===== src/rtl/pipe_pkg.sv =====
// Shared types for the hazard controller: FSM state encoding, scoreboard slot
// record layout and the default register-file bypass setting.
package pipe_pkg;

   typedef enum logic [1:0] {
      ST_RUN    = 2'd0,
      ST_DRAIN  = 2'd1,
      ST_HALTED = 2'd2
   } state_e;

   localparam bit RF_BYPASS_DEFAULT = 1'b1;

   // Slot record is packed as {valid, wr_en, wr_sel[sel_w-1:0]}.
   function automatic int slot_width(input int sel_w);
      return sel_w + 2;
   endfunction

   function automatic int slot_valid_bit(input int sel_w);
      return sel_w + 1;
   endfunction

   function automatic int slot_wr_en_bit(input int sel_w);
      return sel_w;
   endfunction

endpackage


===== src/rtl/hazard_sb.sv =====
// Scoreboard of in-flight register writers (execute .. writeback) and the
// read-after-write match against the decode-stage source registers.
module hazard_sb
   import pipe_pkg::*;
#(
   parameter int REG_SEL_W = 3,
   parameter int DEPTH     = 3,
   parameter int RF_BYPASS = int'(RF_BYPASS_DEFAULT)
) (
   input  logic                 clk,
   input  logic                 rst,
   input  logic                 shift_en,
   input  logic                 ins_valid,
   input  logic                 ins_wr_en,
   input  logic [REG_SEL_W-1:0] ins_wr_sel,
   input  logic                 dec_valid,
   input  logic [REG_SEL_W-1:0] rs_sel,
   input  logic                 rs_used,
   input  logic [REG_SEL_W-1:0] rt_sel,
   input  logic                 rt_used,
   output logic                 hazard,
   output logic [DEPTH-1:0]     nxt_valid
);

   localparam int SW  = slot_width(REG_SEL_W);
   localparam int VB  = slot_valid_bit(REG_SEL_W);
   localparam int WB  = slot_wr_en_bit(REG_SEL_W);
   // With a write-before-read register file the writeback slot never conflicts.
   localparam int CHK = (RF_BYPASS != 0) ? DEPTH - 1 : DEPTH;

   logic [SW-1:0]    slot_q [DEPTH];
   logic [SW-1:0]    slot_d [DEPTH];
   logic [DEPTH-1:0] match;

   genvar gi;
   generate
      for (gi = 0; gi < DEPTH; gi++) begin : g_slot
         if (gi == 0) begin : g_head
            assign slot_d[gi] = !shift_en ? slot_q[gi] :
                                ins_valid ? {1'b1, ins_wr_en, ins_wr_sel} : '0;
         end else begin : g_body
            assign slot_d[gi] = shift_en ? slot_q[gi-1] : slot_q[gi];
         end

         always_ff @(posedge clk or posedge rst) begin
            if (rst) begin
               slot_q[gi] <= '0;
            end else begin
               slot_q[gi] <= slot_d[gi];
            end
         end

         if (gi < CHK) begin : g_chk
            assign match[gi] = slot_q[gi][VB] & slot_q[gi][WB] &
                               (((slot_q[gi][REG_SEL_W-1:0] == rs_sel) & rs_used) |
                                ((slot_q[gi][REG_SEL_W-1:0] == rt_sel) & rt_used));
         end else begin : g_nochk
            assign match[gi] = 1'b0;
         end

         assign nxt_valid[gi] = slot_d[gi][VB];
      end
   endgenerate

   assign hazard = dec_valid & (|match);

endmodule


===== src/rtl/pipe_hazard_ctrl.sv =====
// Pipeline hazard controller: stalls decode on RAW hazards, handles execute
// flushes and drains the pipeline after HALT.
module pipe_hazard_ctrl
   import pipe_pkg::*;
#(
   parameter int REG_SEL_W = 3,
   parameter int DEPTH     = 3,
   parameter int RF_BYPASS = int'(RF_BYPASS_DEFAULT)
) (
   input  logic                       clk,
   input  logic                       rst,
   input  logic                       dec_valid,
   input  logic [REG_SEL_W-1:0]       dec_rs_sel,
   input  logic [REG_SEL_W-1:0]       dec_rt_sel,
   input  logic                       dec_rs_used,
   input  logic                       dec_rt_used,
   input  logic                       dec_wr_en,
   input  logic [REG_SEL_W-1:0]       dec_wr_sel,
   input  logic                       dec_halt,
   input  logic                       exe_flush,
   output logic                       ftch_dec_en,
   output logic                       ftch_dec_flush,
   output logic                       exe_bubble,
   output logic [$clog2(DEPTH+1)-1:0] inflight,
   output logic                       halt_done,
   output logic                       err
);

   localparam int CNT_W = $clog2(DEPTH + 1);

   state_e             state_q, state_d;
   logic [CNT_W-1:0]   inflight_q, inflight_d;
   logic               halt_done_q, halt_done_d;
   logic               err_q, err_d;
   logic               hazard, stall, issue, in_run, shift_en;
   logic [DEPTH-1:0]   nxt_valid;

   hazard_sb #(
      .REG_SEL_W (REG_SEL_W),
      .DEPTH     (DEPTH),
      .RF_BYPASS (RF_BYPASS)
   ) u_sb (
      .clk        (clk),
      .rst        (rst),
      .shift_en   (shift_en),
      .ins_valid  (issue),
      .ins_wr_en  (dec_wr_en),
      .ins_wr_sel (dec_wr_sel),
      .dec_valid  (dec_valid),
      .rs_sel     (dec_rs_sel),
      .rs_used    (dec_rs_used),
      .rt_sel     (dec_rt_sel),
      .rt_used    (dec_rt_used),
      .hazard     (hazard),
      .nxt_valid  (nxt_valid)
   );

   always_comb begin
      inflight_d = '0;
      for (int i = 0; i < DEPTH; i++) begin
         inflight_d = inflight_d + CNT_W'(nxt_valid[i]);
      end
   end

   always_comb begin
      in_run         = (state_q == ST_RUN);
      shift_en       = (state_q != ST_HALTED);
      stall          = hazard & ~exe_flush & in_run;
      issue          = dec_valid & ~stall & ~exe_flush & in_run;
      ftch_dec_en    = in_run & ~stall & ~(issue & dec_halt);
      ftch_dec_flush = exe_flush & in_run;
      exe_bubble     = ~issue;
      err_d          = err_q | (exe_flush & ~in_run);
      state_d        = state_q;
      case (state_q)
         ST_RUN: begin
            if (issue & dec_halt) begin
               state_d = ST_DRAIN;
            end
         end
         // Leave DRAIN on the edge that empties the last slot.
         ST_DRAIN: begin
            if (inflight_d == '0) begin
               state_d = ST_HALTED;
            end
         end
         ST_HALTED: state_d = ST_HALTED;
         default:   state_d = ST_RUN;
      endcase
      halt_done_d = (state_d == ST_HALTED);
   end

   always_ff @(posedge clk or posedge rst) begin
      if (rst) begin
         state_q     <= ST_RUN;
         inflight_q  <= '0;
         halt_done_q <= 1'b0;
         err_q       <= 1'b0;
      end else begin
         state_q     <= state_d;
         inflight_q  <= inflight_d;
         halt_done_q <= halt_done_d;
         err_q       <= err_d;
      end
   end

   assign inflight  = inflight_q;
   assign halt_done = halt_done_q;
   assign err       = err_q;

endmodule

===== config.mk =====
export PLATFORM = sky130hd
export DESIGN_NAME = pipe_hazard_ctrl
export DESIGN_NICKNAME = d
export VERILOG_FILES = /design/src/rtl/pipe_pkg.sv /design/src/rtl/hazard_sb.sv /design/src/rtl/pipe_hazard_ctrl.sv
export SDC_FILE = /design/constraint.sdc
export NUM_CORES = 1
export LEC_CHECK = 0
export BUFFER_PORTS_ARGS = -buffer_cell sky130_fd_sc_hd__buf_2
export CAP_MARGIN = 20
export CORE_MARGIN = 2
export CORE_UTILIZATION = 35
export CTS_CLUSTER_DIAMETER = 50
export CTS_CLUSTER_SIZE = 25
export DETAILED_ROUTE_END_ITERATION = 8
export PLACE_DENSITY = 0.53
export REMOVE_ABC_BUFFERS = 1
export SETUP_SLACK_MARGIN = 0.05
export SYNTH_ARGS = -nofsm -noshare
export SYNTH_HDL_FRONTEND = slang
export SYNTH_SLANG_ARGS = --single-unit

===== constraint.sdc =====
create_clock -name clk -period 2.3 [get_ports clk]
set_input_delay 0.23 -clock clk [delete_from_list [all_inputs] [get_ports clk]]
set_output_delay 0.23 -clock clk [all_outputs]
set_load 0.01 [all_outputs]

==> summary.md <==
| Metric | Value |
|---|---|
| Seq/Total Area, Yosys | `0.479` |
| Root Buffer | `clkbuf_4` |
| CP top delay family | `adder cells` |
| Placed Cells | `around 130` |
| GR Util All Layers | `0.138` |
| Hold Slack | `between 0.003 and 0.004 ns` |
| Slew Limit Fails | `0` |
| Layout cell share with drive strength beyond 1 | `0.336` |
| Nets | `approximately 130` |
| Mapped Cells | `just under 80` |
| Number of antenna violations at the first check in global routing | `0` |
| Gpl congestion | `between 0.6 and 0.7` |
| Layout Area Growth over Synthesis | `21.7%` |
| Worst setup path start | `u_sb.slot_q[7]` |
| Final Skew | `0.00497 ns` |
| WL per Instance | `between 10 and 15 µm` |
| Type of element capturing the critical path | `flop` |
| Final setup TNS | `0 ns` |
| Type of element launching the critical path | `flop` |
| Initial DRC count | `9` |
| Die span in y | `approximately 54 µm` |
| CTS Sinks | `17` |
| Min-Delay Path Class | `input port to async pin` |
| Synth cell count leaders | `dfrtp_1, nand2_1, xnor2_1, mux2_1, o31ai_1` |
| H-tree depth | `1` |
| Clock Latency Late Sink | `just under 0.3 ns` |
| Final worst-path setup slack | `between 0.1 and 0.15 ns` |
| First-pass GRT wire length | `approximately 2800 µm` |
| ANT nets after route | `0` |
| Post-synth EDFFs | `0` |
| Core area | `between 0.002 and 0.0025 mm²` |
| Post-CTS setup repair buffer count | `0` |
| Buf/Inv on CP | `0` |
| Yosys top cell area share | `0.479` |
| WP data required | `2.48 ns` |
| Area leader, netlist | `dfrtp_1` |
| Outcome | `finished clean` |
| First drt pass iteration count | `4` |
| Leak | `between 0.4 and 0.5 nW` |
| Crit Path Max Fanout | `3` |
| Critical path arrival | `2.37 ns` |
| CP Cell Sequence | `xnor2_1 > nand4_1 > a21o_1 > a32o_1 > fa_1 > nor3_2 > or2_1` |
| Row cnt | `18` |
| Fin crit period | `2.19 ns` |
| Area of the multi-input gates | `about 460 µm²` |
| Ant. Diodes | `0` |
| Rel. slew slack | `0.577` |
| Place WS | `around 0.12 ns` |
| RSZ-0062 raised after global routing | `true` |
| Fillers | `approximately 230` |
| PortBufs | `23` |
| Final hold violations | `0` |
| Total power | `between 1 and 1.5 mW` |
| Die Width | `roughly 54 µm` |
| Power density cells | `about 1000 mW/mm²` |
| DRC violation count after routing | `0` |
| Layout Utilization | `0.444` |
| Worst reg2reg path startpoint | `u_sb.slot_q[7]` |
| Crit-path slowest cell | `fa_1` |
| Slew @ Worst Pin | `about 0.63 ns` |
| Syn. warnings | `0` |
| Mapped Area | `around 900 µm²` |
| Share of the clock period used by the worst path | `0.951` |
| Max VDD drop | `between 0.7 and 0.8 mV` |
| Total wire length | `1750 µm` |
| DP Wirelength | `~1400 µm` |
| Clock Path Buffers | `2` |
| Area after DPL | `0.00105 mm²` |
| DR vias | `about 670` |
| # setup viols final | `0` |
| Number of synthesized register bits | `17` |
| Achievable Freq | `between 400 and 500 MHz` |
| CTS clk-pin slew, worst paths | `0.10 ns` |
| Max-cap violations | `0` |
| Async S/R FF share, synth | `1.00` |
| Cell variety after synth | `24` |
| Critical path's largest stage delay | `0.54 ns` |
| Die area | `about 0.0030 mm²` |
| Primary FF master, synth | `dfrtp_1` |
| Clock buffer count from CTS | `3` |
| Fin area | `~0.0011 mm²` |
| Post-route insts no fill | `around 140` |
| Initial Util | `0.365` |
| Synth area leaders | `dfrtp_1, xnor2_1, mux2_1, nand2_1, o31ai_1` |
| CTS tree | `yes` |
| WS Path Type | `flop to flop` |
| Syn_area_per_cell | `around 11 µm²` |
| Grt ovf | `0` |
| Vias in the first global route | `between 600 and 700` |
| Count leader, synth | `dfrtp_1` |
| Largest net degree at the start of global routing | `18` |
| Via-per-instance ratio | `4.87` |
| Register area | `425 µm²` |
| # IOs | `24` |
registers in the layout (all words and copies together), names as in the netlist:
register and count:
state_q 2, u_sb.slot_q 11, err 1, inflight 2, halt_done 1
layout make-up:
class / count / area share
inverters: 1 / 0.00347
flip-flops and latches: 17 / 0.394
multi-input cells: 60 / 0.422
repair buffers: 25 / 0.120
clock inverters: 1 / 0.00463
well taps: 30 / 0.0347
clock buffers: 3 / 0.0208
metal layers:
metal,GRT usage,up-vias,wire (µm)
met5,0,-,0
met4,0.0625,0,25
met3,0.0246,4,91
met2,0.239,20,834
met1,0.166,311,799
li1,-,332,-
what timing repair did:
action	in CTS	in global routing
hold buffers	0	0
hold endpoints to repair	0	0
endpoints found under the setup margin	0	2
gates resized for setup	0	1
worst register-to-register path, cell delays in order (launching register included):
cell,delay (ns)
dfrtp_1,0.43
xnor2_1,0.18
nand4_1,0.17
a21o_1,0.23
a32o_1,0.27
fa_1,0.54
nor3_2,0.06
or2_1,0.20
path summary, 6_finish.rpt:
kind	cells after the start	to	slack, ns
worst max-delay path	7	halt_done	0.11
worst min register to register	1	err	0.47
worst max register to register	7	halt_done	0.11
min in group clk	3	u_sb.slot_q[10]	0.17
max in group asynchronous	2	inflight[0]	1.88
worst min-delay path	2	err	0.004
kinds of logic after synthesis:
group / after synthesis / synth area share
xor gates and xnor gates: 12 / 0.118
DFF: 17 / 0.479
buffers and inverters: 2 / 0.0127
and+or+nand+nor: 29 / 0.177
AOI/OAI and AO/OA: 12 / 0.114
adders and majority gates: 1 / 0.0225
muxes: 6 / 0.0761
where the power goes:
group | internal, mW | switching, mW
sequential | 0.391 | 0.0738
combinational | 0.217 | 0.220
clock | 0.0646 | 0.0930
total | 0.673 | 0.386
cells in the final DEF (no fill, tap or decap), drive strengths merged:
cell,Yosys,layout
a21o,2,2
a21oi,2,2
a32o,1,1
and2,1,1
buf,1,25
clkbuf,0,3
clkinv,0,1
dfrtp,17,17
fa,1,1
inv,1,1
mux2,6,6
nand2,12,12
nand2b,3,3
nand3,1,1
nand4,4,4
nor2,2,2
nor2b,1,1
nor3,2,2
o21ai,1,1
o31ai,5,5
o32ai,1,1
or2,2,2
or3,1,1
xnor2,12,12
(Power assumes the default switching activity.)
